<file path="src/rtl/fdivs_pkg.sv">
// Shared constants and types for the fractional signed divider.
//   OpWidth  - width of the Q1.7 divisor and quotient
//   DvdWidth - width of the Q1.15 dividend
//   NumIter  - quotient bits produced, one per CALC cycle
package fdivs_pkg;

  localparam int unsigned OpWidth  = 8;
  localparam int unsigned DvdWidth = 16;
  localparam int unsigned NumIter  = 16;

  // Partial remainder is always below the doubled divisor (at most 256), so 9 bits suffice.
  localparam int unsigned RemWidth = OpWidth + 1;
  localparam int unsigned CntWidth = $clog2(NumIter);

  typedef enum logic [1:0] {
    StIdle,
    StCalc,
    StFin
  } fdivs_state_e;

endpackage

</file>
<file path="src/rtl/fdivs_step_v.sv">
// One restoring-division step (combinational).
//   rem      - current partial remainder
//   din      - next dividend bit shifted into the remainder
//   dvs      - divisor magnitude (already doubled)
//   rem_next - partial remainder after the trial subtraction
//   q        - quotient bit (1 when the subtraction did not underflow)
module fdivs_step_v
  import fdivs_pkg::*;
(
  input  logic [RemWidth-1:0] rem,
  input  logic                din,
  input  logic [RemWidth-1:0] dvs,
  output logic [RemWidth-1:0] rem_next,
  output logic                q
);

  logic [RemWidth:0]   shifted;
  logic [RemWidth+1:0] trial;
  logic                unused_trial;

  assign shifted  = {rem, din};
  assign trial    = {1'b0, shifted} - {2'b00, dvs};
  assign q        = ~trial[RemWidth+1];
  // A successful trial is below dvs, so its top magnitude bit is always zero.
  assign rem_next = q ? trial[RemWidth-1:0] : shifted[RemWidth-1:0];
  assign unused_trial = trial[RemWidth];

endmodule

</file>
<file path="src/rtl/fdivs_v.sv">
// Signed fractional divider: Q1.7 = Q1.15 / (2 * Q1.7), truncated toward zero,
// so that fractional-multiplying the quotient by the divisor gives back the dividend.
// Sign-magnitude restoring division, one quotient bit per clock.
//   i_clk, i_rst_n - clock, asynchronous active-low reset
//   i_start        - start request, accepted only when idle
//   i_r1, i_r0     - dividend high/low byte (signed Q1.15)
//   i_rr           - divisor (signed Q1.7)
//   o_rd, o_ovf    - quotient and saturation/divide-by-zero flag, held until the next result
//   o_busy         - division in progress
//   o_done         - one-cycle result strobe
module fdivs_v
  import fdivs_pkg::*;
(
  input  logic       i_clk,
  input  logic       i_rst_n,
  input  logic       i_start,
  input  logic [7:0] i_r1,
  input  logic [7:0] i_r0,
  input  logic [7:0] i_rr,
  output logic [7:0] o_rd,
  output logic       o_busy,
  output logic       o_done,
  output logic       o_ovf
);

  fdivs_state_e          state_q;
  logic [CntWidth-1:0]   cnt_q;
  // Holds the dividend magnitude; quotient bits shift in from the bottom.
  logic [DvdWidth-1:0]   dvd_q;
  logic [RemWidth-1:0]   rem_q;
  logic [RemWidth-1:0]   dvs_q;
  logic                  neg_q;
  logic                  dneg_q;
  logic                  dzero_q;

  logic [DvdWidth-1:0]   dvd_in;
  logic [DvdWidth-1:0]   dvd_abs;
  logic [OpWidth-1:0]    rr_abs;
  logic [RemWidth-1:0]   rem_next;
  logic                  q_bit;

  logic [OpWidth-1:0]    mag_lo;
  logic                  over;
  logic                  exact_min;
  logic [OpWidth-1:0]    fin_rd;
  logic                  fin_ovf;

  assign dvd_in  = {i_r1, i_r0};
  assign dvd_abs = dvd_in[DvdWidth-1] ? (~dvd_in + 16'd1) : dvd_in;
  assign rr_abs  = i_rr[OpWidth-1] ? (~i_rr + 8'd1) : i_rr;

  fdivs_step_v u_step (
    .rem      (rem_q),
    .din      (dvd_q[DvdWidth-1]),
    .dvs      (dvs_q),
    .rem_next (rem_next),
    .q        (q_bit)
  );

  // Result formatting: saturate, except that a magnitude of exactly 128 is representable
  // when the sign is negative.
  always_comb begin
    fin_rd    = '0;
    fin_ovf   = 1'b0;
    mag_lo    = dvd_q[OpWidth-1:0];
    over      = dvd_q > 16'd127;
    exact_min = neg_q && (dvd_q == 16'd128);
    if (dzero_q) begin
      fin_rd  = dneg_q ? 8'h80 : 8'h7F;
      fin_ovf = 1'b1;
    end else if (over && !exact_min) begin
      fin_rd  = neg_q ? 8'h80 : 8'h7F;
      fin_ovf = 1'b1;
    end else begin
      fin_rd  = neg_q ? (~mag_lo + 8'd1) : mag_lo;
    end
  end

  always_ff @(posedge i_clk or negedge i_rst_n) begin
    if (!i_rst_n) begin
      state_q <= StIdle;
      cnt_q   <= '0;
      dvd_q   <= '0;
      rem_q   <= '0;
      dvs_q   <= '0;
      neg_q   <= 1'b0;
      dneg_q  <= 1'b0;
      dzero_q <= 1'b0;
      o_rd    <= '0;
      o_busy  <= 1'b0;
      o_done  <= 1'b0;
      o_ovf   <= 1'b0;
    end else begin
      o_done <= 1'b0;
      unique case (state_q)
        StIdle: begin
          if (i_start) begin
            dvd_q   <= dvd_abs;
            rem_q   <= '0;
            dvs_q   <= {rr_abs, 1'b0};
            neg_q   <= i_r1[7] ^ i_rr[7];
            dneg_q  <= i_r1[7];
            dzero_q <= (i_rr == 8'h00);
            cnt_q   <= '0;
            o_busy  <= 1'b1;
            state_q <= StCalc;
          end
        end
        StCalc: begin
          dvd_q <= {dvd_q[DvdWidth-2:0], q_bit};
          rem_q <= rem_next;
          cnt_q <= cnt_q + 1'b1;
          if (cnt_q == CntWidth'(NumIter - 1)) begin
            state_q <= StFin;
          end
        end
        StFin: begin
          o_rd    <= fin_rd;
          o_ovf   <= fin_ovf;
          o_done  <= 1'b1;
          o_busy  <= 1'b0;
          state_q <= StIdle;
        end
        default: state_q <= StIdle;
      endcase
    end
  end

endmodule
</file>
<file path="config.mk">
export PLATFORM = sky130hd
export DESIGN_NAME = fdivs_v
export DESIGN_NICKNAME = d
export VERILOG_FILES = /design/src/rtl/fdivs_pkg.sv /design/src/rtl/fdivs_step_v.sv /design/src/rtl/fdivs_v.sv
export SDC_FILE = /design/constraint.sdc
export NUM_CORES = 1
export LEC_CHECK = 0
export BUFFER_PORTS_ARGS = -buffer_cell sky130_fd_sc_hd__buf_2
export CAP_MARGIN = 20
export CORE_ASPECT_RATIO = 0.5
export CORE_MARGIN = 3
export CORE_UTILIZATION = 40
export DETAILED_ROUTE_END_ITERATION = 8
export GPL_TIMING_DRIVEN = 0
export HOLD_SLACK_MARGIN = 0.05
export PLACE_DENSITY_LB_ADDON = 0.15
export SLEW_MARGIN = 0
export SYNTH_ARGS = -nofsm -noshare
export SYNTH_HDL_FRONTEND = slang
export SYNTH_SLANG_ARGS = --single-unit
export TNS_END_PERCENT = 20
</file>
<file path="constraint.sdc">
create_clock -name i_clk -period 2.11 [get_ports i_clk]
set_input_delay 0.3165 -clock i_clk [delete_from_list [all_inputs] [get_ports i_clk]]
set_output_delay 0.3165 -clock i_clk [all_outputs]
set_load 0.05 [all_outputs]
</file>
Word-level counts from Yosys, hierarchy flattened
Index checks and enable logic that the tools add are counted.

Word-level logic and storage cells: 62. Flip-flop bits (word level): 53. Input bits: 27.

Bitwise operators: 5. Magnitude comparators: 1. Reductions and logical operators: 11. Multiplexer cells: 22. Equality and inequality tests: 6. $add $sub $neg: 5.

Operators with widths (count): $mux 8 (6); $mux 16 (2); $pmux 16 s2 (1); $mux 9 (2); $pmux 9 s2 (1); $add 16x1->16 const B (1); $add 8x1->8 const B (2); $eq 16x8->1 const B (1); $gt 16x7->1 const B (1); $not 16->16 (1); $not 8->8 (2); $sub 10x9->11 (1); $logic_not 8->1 (1); $pmux 4 s2 (1); $reduce_and 2->1 (4); $add 4x1->4 const B (1); $eq 4x4->1 const B (1); $mux 1 (4); $mux 2 (2); $mux 4 (1); $ne 2x2->1 const B (2); $pmux 2 s2 (1); $reduce_bool 2->1 (2); $eq 2x1->1 const B (1); 7 further kinds (8).

Depth between registers and ports, before layout
Word-level depth: 6. Depth in mapped cells: 8.

By module
Synthesis repeated with hierarchy kept, for this count alone.

Cell total of the unflattened synthesis: 384. Area total of the unflattened synthesis: 3363.2 um^2.

By module, submodules not included: fdivs_v (area each 2876.5 um^2, cells an instance 316, seq. area each 1326.3 um^2, times used 1); fdivs_step_v (area each 486.7 um^2, cells an instance 68, seq. area each 0.0 um^2, times used 1).

Least setup slack after synthesis
OpenSTA, ideal clock, no wires.

Path type: register to register. Start: register rem_q[6]. End: register rem_q[7]. Cell stages (with the launch flop): 8. Clock period less this slack: 1.991 ns. Slack: 0.119 ns. Arrival: 1.865 ns. Path buffers: 1. Required time: 1.984 ns. Cells stage by stage: dfrtp_1 -> ha_1 -> a21oi_1 -> o21ai_0 -> a211oi_1 -> clkbuf_1 -> a211oi_1 -> a311o_1.

Longest elaborated chain between the ends: 3.

RTL lines: from (decl) (line fdivs_v.sv:30) `logic [RemWidth-1:0] rem_q;`; from (signal assigned) (line fdivs_v.sv:111) `rem_q <= rem_next;`; $sub 10x9->11 (line fdivs_step_v.sv:22) `assign trial = {1'b0, shifted} - {2'b00, dvs};`; $mux 9 (*) (line fdivs_step_v.sv:25) `assign rem_next = q ? trial[RemWidth-1:0] : shifted[RemWidth-1:0];`; $pmux 9 s2 (*) (line fdivs_v.sv:95) `unique case (state_q)`.

Every way passes the cells marked *; elsewhere a longest branch is shown, timed or not. A chain may end at the register's enable or synchronous reset.

Worst setup path in the final report
Start: register rem_q[5]. End: register rem_q[7].

Longest elaborated chain between the ends: 3.

RTL lines (line): $sub 10x9->11 (fdivs_step_v.sv:22); $mux 9 (fdivs_step_v.sv:25); $pmux 9 s2 (fdivs_v.sv:95).

No other way between the ends.

==> reports/metrics.yaml <==
rsz_0062_raised_after_global_routing: "yes"
max_cap_viol_count: 0
initial_utilization_pct: 42.5
synth-async-reset-ratio_pct: 100
tritoncts: "built"
clock_sink_count: 53
synth_area_um2: 3220
crit_path_max_fanout: 4
power_density_over_the_cells_nw_per_um2: 1610
critPathSlowestCell: "sky130_fd_sc_hd__dfrtp_1"
leakagePower_nw: 1.69
drive_gt1_share_pct: 18.4
worst_hold_path_type: "in2reg"
rrSetupSlack_ns: 0.08
number_of_drc_markers_in_iteration_0: 214
netlist_top_cells_area: "sky130_fd_sc_hd__dfrtp_1, sky130_fd_sc_hd__xor2_1, sky130_fd_sc_hd__o21ai_0, sky130_fd_sc_hd__ha_1, sky130_fd_sc_hd__nand2_1"
synth_largest_area_cell: "sky130_fd_sc_hd__dfrtp_1"
footprint_of_the_multi_input_gates_um2: 1810
worst_pin_slew_ns: 0.775
floorplan.core_area_um2: 7570
max_clock_buf_depth: 2
clkTransAtPathRegs_ns: 0.07
first_global_vias: 2818
period_needed_ns: 2.03
fin_crit_share_pct: 96.3
n_fill_cell: 727
synthesis.instances: 351
finalWirelength_mm: 8.36
synth.distinct_cells: 51
routedWlPerCell_um: 16.4
worst-endpoint-required_ns: 2.29
area_growth_pct: 20.0
cp.buffers_inverters: 3
cts-buffers-inserted: 5
routed_via_density: 5.55
ctsRootBufferMaster: "sky130_fd_sc_hd__clkbuf_16"
grt_antenna_before_repair: 0
synthTopCellsByCount: "sky130_fd_sc_hd__dfrtp_1, sky130_fd_sc_hd__nand2_1, sky130_fd_sc_hd__o21ai_0"
fin_tns_setup_ns: 0
antenna_cells: 0
layout.nets: 441
clock_tree.htree_level_count: 2
total_power_mw: 6.23
detail-route-antenna-nets: 0
synth_seq_area_share_pct: 41.2
die_outline_area_um2: 9230
globalRouteTotalUtil_pct: 18.8
dr_total_vias: 2831
maxSlewHeadroom_pct: 48.1
grt_pass1_wl_mm: 14.1
synth_seq_cells: 53
place.detailed.hpwl_mm: 6.03
result_of_the_run: "finished, final reports clean"
finalNonFillerCells: 510
cp.arrival_ns: 2.21
max_freq_ghz: 0.492
timing.critical_path.cells: "ha_4 > nand2_1 > nor3_2 > a211oi_2 > buf_4 > clkbuf_2 > buf_4 > a311o_1"
final-seq-area_um2: 1330
timing_max_transition_violations_final: 0
yosys_warnings: 0
grt_max_degree: 41
synth_top_flop_cell: "sky130_fd_sc_hd__dfrtp_1"
global_route.overflow_total: 0
delay_of_the_slowest_cell_on_the_worst_path_ns: 0.44
post-place-cells: 496
fp.dieW_um: 133
synth_edf_count: 0
globalplace.congestion: 0.881
synth_top_area_share_pct: 41.2
synth_nets: 391
clk-insertion-delay-late_ns: 0.29
critPathMostFrequentCell: "sky130_fd_sc_hd__buf_4"
detailedRoute.firstPassIterationCount: 4
die_height_um: 69.5
floorplan.rows: 22
post_route_skew_ns: 0.00445
synth_most_common_cell: "sky130_fd_sc_hd__dfrtp_1"
worst-setup-path-type: "reg2reg"
port-buffer-count: 36
worst_setup_path_end_kind: "register"
synth_area_per_cell_um2: 9.18
worst_path_dominant_cell_family: "flip-flops"
io_pins: 38
ir_worst_vdd_mv: 0.502
drcViolationCount: 0
startpoint_type: "register"
finalSetupViolCount: 0
timing.final.hold_violations: 0
[sequential cells by signal, summed over array words and instances, names as in the netlist]
register  flops
neg_q         1
state_q       2
o_ovf         1
cnt_q         4
o_busy        1
dneg_q        1
dvs_q         8
rem_q         9
dvd_q        16
o_done        1
o_rd          8
dzero_q       1
[worst min-delay path: cells and delay by family]
kind,cells,cell delay [ns]
buffers and inverters,1,0.09
and+or+nand+nor,1,0.08
AOI/OAI and AO/OA,1,0.06
[layout make-up]
type / instances / area share [%]
Buffer: 15 / 2.56
Multi-Input combinational cell: 261 / 46.7
Tap cell: 108 / 3.50
Inverter: 22 / 2.14
Clock buffer: 7 / 3.69
Sequential cell: 53 / 34.3
Clock inverter: 1 / 0.777
Timing Repair Buffer: 43 / 6.34
[metrics by stage]
stage	hold slack (ns)	setup WS, ns	instance area, um2	util [%]
2_1_floorplan	0.0209	0.119	3220	-
3_3_place_gp	0.469	-0.275	3540	46.7
3_5_place_dp	0.237	-0.270	3560	47.0
4_1_cts	0.287	0.0193	3770	49.8
5_1_grt	0.330	-0.0398	3870	51.1
6_report	0.293	0.0791	3870	51.1
[worst paths after layout]
kind / from / to / cells after the start
max in group asynchronous: i_rst_n / dvs_q[6]$_DFFE_PN0P_ / 3
min in group asynchronous: i_rst_n / o_rd[6]$_DFFE_PN0P_ / 2
max: rem_q[5]$_DFFE_PN0P_ / rem_q[7]$_DFFE_PN0P_ / 8
max reg2reg: rem_q[5]$_DFFE_PN0P_ / rem_q[7]$_DFFE_PN0P_ / 8
min reg2reg: dvs_q[6]$_DFFE_PN0P_ / dvs_q[6]$_DFFE_PN0P_ / 2
min: i_start / o_busy$_DFFE_PN0P_ / 3
[what timing repair did]
| action | 4_1_cts | 5_1_grt |
|---|---|---|
| gates resized for setup | 4 | 14 |
| pin swaps | 0 | 4 |
| hold buffers | 1 | 0 |
| setup buffers | 2 | 2 |
| cloned | 1 | 0 |
| endpoints found under the setup margin | 8 | 16 |
| hold endpoints to repair | 13 | 0 |
[layer usage]
| layer | up-vias | routed length (um) | GRT usage [%] |
|---|---|---|---|
| met5 | - | 0 | 0 |
| met3 | 10 | 601 | 4.64 |
| met1 | 1379 | 3700 | 24.8 |
| met2 | 78 | 3950 | 30.8 |
| li1 | 1364 | - | - |
| met4 | 0 | 109 | 5.07 |
[where the power goes]
group          switching (mW)  total (mW)  internal (mW)
clock                   0.370       0.964          0.594
sequential              0.394        1.89           1.50
combinational            1.96        3.37           1.41
[kinds of logic (layout without fill, tap and decap cells)]
| group | count (synthesis) | after routing | share of synthesized area [%] |
|---|---|---|---|
| multiplexers | 7 | 7 | 2.18 |
| AO/OA/AOI/OAI | 106 | 106 | 22.0 |
| buffers and inverters | 37 | 88 | 5.52 |
| AND/OR/NAND/NOR | 109 | 109 | 16.8 |
| XOR/XNOR | 26 | 26 | 7.07 |
| adder cells (fa/ha/maj) | 13 | 13 | 5.28 |
| flip-flops | 53 | 53 | 41.2 |
[cell usage in the layout, fill, tap and decap left out, drive strengths merged, types with 6 or more instances in the layout]
cell / instances
ha: 12
inv: 22
nor2b: 7
mux2i: 7
clkbuf: 21
nor2: 21
o211ai: 6
a21oi: 18
or4: 6
xor2: 22
o21ai: 40
dfrtp: 53
nand3: 10
or3: 6
a22oi: 10
nand2: 37
buf: 42
Power figures use the tool's default switching activity.
